==> src/rtl/knn_sorted_list.sv <==
// knn_sorted_list: keeps the K nearest candidates in a sorted list (slot 0
// nearest), inserting one candidate per cycle, and streams the list out on
// request through a valid/ready handshake.
module knn_sorted_list #(
  parameter int DATA_W  = 32,
  parameter int ID_W    = 8,
  parameter int NBR_KNN = 4
) (
  input  logic                         clk,
  input  logic                         rst,
  input  logic                         clear,
  input  logic                         in_valid,
  output logic                         in_ready,
  input  logic [DATA_W-1:0]            dist_in,
  input  logic [ID_W-1:0]              id_in,
  input  logic                         rd_start,
  output logic                         out_valid,
  input  logic                         out_ready,
  output logic [DATA_W-1:0]            out_dist,
  output logic [ID_W-1:0]              out_id,
  output logic [$clog2(NBR_KNN):0]     out_rank,
  output logic                         out_last,
  output logic [$clog2(NBR_KNN):0]     count,
  output logic                         rd_done
);

  localparam int CW = $clog2(NBR_KNN) + 1;
  localparam logic [CW-1:0] K_CNT = CW'(NBR_KNN);

  typedef enum logic {ACCUM, READOUT} state_t;

  state_t              state_q, state_d;
  logic [CW-1:0]       count_q, count_d;
  logic [CW-1:0]       rank_q, rank_d;
  logic                rd_done_q, rd_done_d;
  logic [NBR_KNN-1:0]  occ_q, occ_d;
  logic [DATA_W-1:0]   dist_q [NBR_KNN];
  logic [DATA_W-1:0]   dist_d [NBR_KNN];
  logic [ID_W-1:0]     id_q   [NBR_KNN];
  logic [ID_W-1:0]     id_d   [NBR_KNN];

  logic                accept;
  logic [NBR_KNN-1:0]  base_occ;
  logic [CW-1:0]       base_cnt;
  logic [NBR_KNN-1:0]  gt;

  assign in_ready  = (state_q == ACCUM);
  assign out_valid = (state_q == READOUT);
  assign out_rank  = rank_q;
  assign out_last  = (state_q == READOUT) && (rank_q == count_q - CW'(1));
  assign count     = count_q;
  assign rd_done   = rd_done_q;
  assign accept    = in_valid && in_ready;

  // Sorted insertion: gt marks slots the candidate belongs in front of. Because
  // the occupied prefix is sorted and empty slots trail it, gt is monotonic, so
  // the first set bit takes the candidate and later set bits shift down by one.
  // A candidate with no set bit (full list, dist_in >= last) is dropped.
  always_comb begin
    base_occ = clear ? '0 : occ_q;
    base_cnt = clear ? '0 : count_q;
    for (int i = 0; i < NBR_KNN; i++) begin
      gt[i]     = !base_occ[i] || (dist_q[i] > dist_in);
      dist_d[i] = dist_q[i];
      id_d[i]   = id_q[i];
    end
    occ_d   = base_occ;
    count_d = base_cnt;
    if (accept) begin
      if (base_cnt != K_CNT) count_d = base_cnt + CW'(1);
      if (gt[0]) begin
        dist_d[0] = dist_in;
        id_d[0]   = id_in;
        occ_d[0]  = 1'b1;
      end
      for (int i = 1; i < NBR_KNN; i++) begin
        if (gt[i] && !gt[i-1]) begin
          dist_d[i] = dist_in;
          id_d[i]   = id_in;
          occ_d[i]  = 1'b1;
        end else if (gt[i]) begin
          dist_d[i] = dist_q[i-1];
          id_d[i]   = id_q[i-1];
          occ_d[i]  = base_occ[i-1];
        end
      end
    end
  end

  // Accumulate/readout control: readout start sees the post-insert count, so a
  // candidate accepted alongside rd_start is part of the readout.
  always_comb begin
    state_d   = state_q;
    rank_d    = rank_q;
    rd_done_d = 1'b0;
    case (state_q)
      ACCUM: begin
        if (rd_start) begin
          if (count_d != '0) begin
            state_d = READOUT;
            rank_d  = '0;
          end else begin
            rd_done_d = 1'b1;
          end
        end
      end
      READOUT: begin
        if (clear) begin
          state_d = ACCUM;
          rank_d  = '0;
        end else if (out_ready) begin
          if (out_last) begin
            state_d   = ACCUM;
            rank_d    = '0;
            rd_done_d = 1'b1;
          end else begin
            rank_d = rank_q + CW'(1);
          end
        end
      end
      default: state_d = ACCUM;
    endcase
  end

  // Output entry selection; zero outside readout.
  always_comb begin
    out_dist = '0;
    out_id   = '0;
    if (state_q == READOUT) begin
      for (int i = 0; i < NBR_KNN; i++) begin
        if (rank_q == CW'(i)) begin
          out_dist = dist_q[i];
          out_id   = id_q[i];
        end
      end
    end
  end

  // Control state with synchronous reset.
  always_ff @(posedge clk) begin
    if (rst) begin
      state_q   <= ACCUM;
      count_q   <= '0;
      rank_q    <= '0;
      rd_done_q <= 1'b0;
      occ_q     <= '0;
    end else begin
      state_q   <= state_d;
      count_q   <= count_d;
      rank_q    <= rank_d;
      rd_done_q <= rd_done_d;
      occ_q     <= occ_d;
    end
  end

  // Slot payload; meaning is carried by occ_q, so no reset is needed.
  always_ff @(posedge clk) begin
    for (int i = 0; i < NBR_KNN; i++) begin
      dist_q[i] <= dist_d[i];
      id_q[i]   <= id_d[i];
    end
  end

endmodule

==> config.mk <==
export PLATFORM = sky130hd
export DESIGN_NAME = knn_sorted_list
export DESIGN_NICKNAME = d
export VERILOG_FILES = /design/src/rtl/knn_sorted_list.sv
export SDC_FILE = /design/constraint.sdc
export NUM_CORES = 1
export LEC_CHECK = 0
export BUFFER_PORTS_ARGS = -buffer_cell sky130_fd_sc_hd__buf_2
export CORE_MARGIN = 5
export CORE_UTILIZATION = 60
export CTS_BUF_LIST = sky130_fd_sc_hd__clkbuf_8
export DETAILED_ROUTE_END_ITERATION = 6
export HOLD_SLACK_MARGIN = 0.12
export PLACE_DENSITY = 0.84
export SLEW_MARGIN = 0
export SYNTH_ARGS = -nofsm -noshare
export SYNTH_HDL_FRONTEND = slang
export SYNTH_SLANG_ARGS = --single-unit
==> constraint.sdc <==
create_clock -name clk -period 10.6 [get_ports clk]
set_input_delay 1.06 -clock clk [delete_from_list [all_inputs] [get_ports clk]]
set_output_delay 1.06 -clock clk [all_outputs]
set_load 0.005 [all_outputs]
==> flow_summary.ini <==
[status]
status = finished, final reports clean

[setup_path]
crit_path_start_kind = input pin
path_cells = buf_2, inv_1, ha_1, a21oi_1, o21ai_1, a2111oi_2, o211ai_1, o22ai_2, nor3b_4, buf_4, mux2_4
slowest_stage = nor3b_4
cp-end-kind = flip-flop
arrival_ps = 4720
path_class = input pin to flip-flop
reg2reg_depth = 9
slowest_delay_ps = 860
reg2reg_from = dist_q[1][21]
rr_endpoint = dist_q[2][18]
critical_path.max_fanout = 29
rrSetupSlack_ps = 6500
cp_data_required_time_ps = 10840

[clock_network]
insertion_delay_ps = 480
cts_setup_buffers = 0
cts_sinks = 172
cts_max_level = 4
cts.clk_slew.worst_paths_ps = 100
clock-root-buffer = clkbuf_8
tritoncts = done
cts_buffers = 17
cts_max_path_buffers = 2
cts_resized = 0
cts.hold.buffers_added = 0

[route]
vias_per_cell = 6.43
wirelength_mm = 28.7
detail-route-antenna-nets = 0
vias = 8608
drc = 0
drtIter0Drc = 897
firstDrtPassIters = 5
wl_per_cell_um = 21.4

[placement]
dpl-instance-area_sq_mm = 0.0121
gp_congestion = 0.917
io_buffers = 95
dpl.hpwl_mm = 19.2

[power]
powerDensity_mw_per_mm2 = 127
irDropWorstVdd_mv = 0.0903
leakage_nw = 5.15

[synthesis]
ys_seq_area_frac = 0.441
synth_compound_area_frac = 0.136
yosys.area.top_type = edfxtp_1
synth_edf_count = 160
yosys.area_share.xor_xnor = 0.00306
yosysUniqueCellTypes = 57
synth_warnings = 0
yosys.area_share.simple = 0.0994
async_flop_share = 0
synth_top_area_share = 0.420
synthAdderAreaFrac = 0.149
avgSynthCellArea_sq_um = 11.3
netlist_instances = 1010
synth_top_family_by_area = adder cells
synth_seq_cells = 172
synth.area.mux_share = 0.135
syn_nets = 1192
synth_area_sq_mm = 0.0114
synth.area.top_cells = edfxtp_1 (42%), ha_1 (15%), mux2_4 (6.6%), mux2_2 (6.3%), a21oi_1 (4.7%)
dominantRegCellSynth = edfxtp_1

[global_route]
use_met2 = 0.426
grt_pass1_wl_mm = 45.9
grt_pass1_vias = 8556
grt_use_total = 0.263
antenna_found_initial = 0
use_met3 = 0.0469
overflow = 0
use_met1 = 0.361
grt_max_degree = 81
top_usage_layer = met2

[timing]
period_needed_ps = 4480
slew_violations = 0
setup_viol = 0
rsz0062_at_grt = false
tightestPinTransition_ps = 969
fmax_ghz = 0.223
period_share = 0.423
hold_violations = 0
maxSlewHeadroom = 0.353
finalSetupTns_ps = 0
finalClockSkew_ps = 14.0

[floorplanning]
die_area_sq_mm = 0.0219
coreArea_sq_mm = 0.0188
die_height_um = 148
fp.dieW_um = 148
row_count = 50
start_util = 0.610
design.portCount = 96

[finish]
synthToLayoutAreaGrowth_pct = 9.03
stdcell_area_sq_mm = 0.0125
fill_cells = 1413
multi_input_area_sq_mm = 0.00602
drive_gt1_frac = 0.252
n_antenna_cell = 0
utilization = 0.665
regArea_sq_mm = 0.00504
fin_nets = 1274

[min_path]
holdPathEnd = out_rank[0]
min_path_cells = 2
min-delay-start = out_rank[0]
hp-class = flip-flop to flip-flop

[flow_run]
cap_viol_max_count = 0
==> area by class of cell <==
class | instances | area share
clock buffers | 17 | 0.0188
clock inverters | 15 | 0.0105
inverters | 47 | 0.0141
multi-input cells | 746 | 0.483
flip-flops and latches | 172 | 0.404
well taps | 234 | 0.0235
repair buffers | 108 | 0.0459
==> logic make-up (layout without fill, tap and decap cells) <==
group                    count (synthesis)  count (layout)
AO/OA/AOI/OAI                          247             247
AND/OR/NAND/NOR                        239             239
flip-flops                             172             172
adder cells (fa/ha/maj)                136             136
multiplexers                           120             120
buffers and inverters                   92             187
XOR/XNOR                                 4               4
==> power by group <==
group          internal, mW  switching (mW)  total, mW
registers             0.810          0.0400      0.850
clock network         0.170           0.271      0.441
logic                 0.132           0.166      0.298
==> cell usage after synthesis (9+ instances only) <==
cell and n:
dfxtp_1 12, nand3_1 9, clkbuf_1 30, a21oi_1 108, a211oi_1 43, edfxtp_1 160
nand2b_1 9, nand4_1 24, ha_1 136, buf_6 9, o21ai_0 24, inv_1 46
nand2_1 55, mux2_4 50, mux2_2 64, nor3_1 10, nor2_1 104, a22oi_1 41
==> layout by cell type, fill, tap and decap left out, types with 5 or more instances in the layout <==
cell type  netlist  layout
a211oi_1        43      43
mux2_1           6       6
o21ai_0         24      24
nor3_1          10       9
mux2_2          64      64
nand2_1         55      54
nand2b_1         9       8
a21oi_1        108     108
buf_2            4      95
a21o_1           5       5
dfxtp_1         12      12
nor2_1         104     101
inv_6            0       6
buf_4            1      13
inv_1           46      47
clkbuf_8         0      17
edfxtp_1       160     160
nand3_1          9       9
mux2_4          50      50
a22oi_1         41      41
ha_1           136     135
nand4_1         24      24
==> sequential cells by signal, summed over array words and instances (netlist names) <==
signal     count
id_q          32
rd_done        1
count          3
occ_q          4
out_valid      1
out_rank       3
dist_q       128
==> per-stage QoR <==
| step | total power, mW | instances | hold WS, ps | worst slack, ps |
|---|---|---|---|---|
| 2_1_floorplan | 1.05 | 1010 | 480 | 5120 |
| 3_3_place_gp | 1.14 | 1307 | 542 | 5770 |
| 3_5_place_dp | 1.16 | 1307 | 560 | 5700 |
| 4_1_cts | 1.59 | 1339 | 577 | 6180 |
| 5_1_grt | 1.66 | 1339 | 605 | 5960 |
| 6_report | 1.59 | 1339 | 577 | 6120 |
==> critical path: cells and delay by family <==
| family | cells | cell delay [ps] |
|---|---|---|
| simple gates | 1 | 860 |
| buf+inv | 3 | 900 |
| fa+ha+maj | 1 | 340 |
| compound gates | 5 | 1120 |
| mux | 1 | 360 |
==> worst max-delay path by stage <==
stage / start / end / slack [ps]
after global routing: dist_in[7] / dist_q[2][1] / 5960
after floorplan: dist_in[30] / dist_q[2][0] / 5120
final: dist_in[23] / dist_q[2][18] / 6120
after global placement: dist_in[23] / dist_q[2][10] / 5770
after detailed placement: dist_in[23] / dist_q[2][7] / 5700
after CTS: dist_in[23] / dist_q[2][7] / 6180
==> metal layers <==
metal  up-vias  part of all wire
li1       4014                 -
met1      4140              0.42
met2       390              0.47
met3        64             0.081
met4         0             0.025
met5         -                 0
No activity file was read; power rests on OpenSTA's default activity.
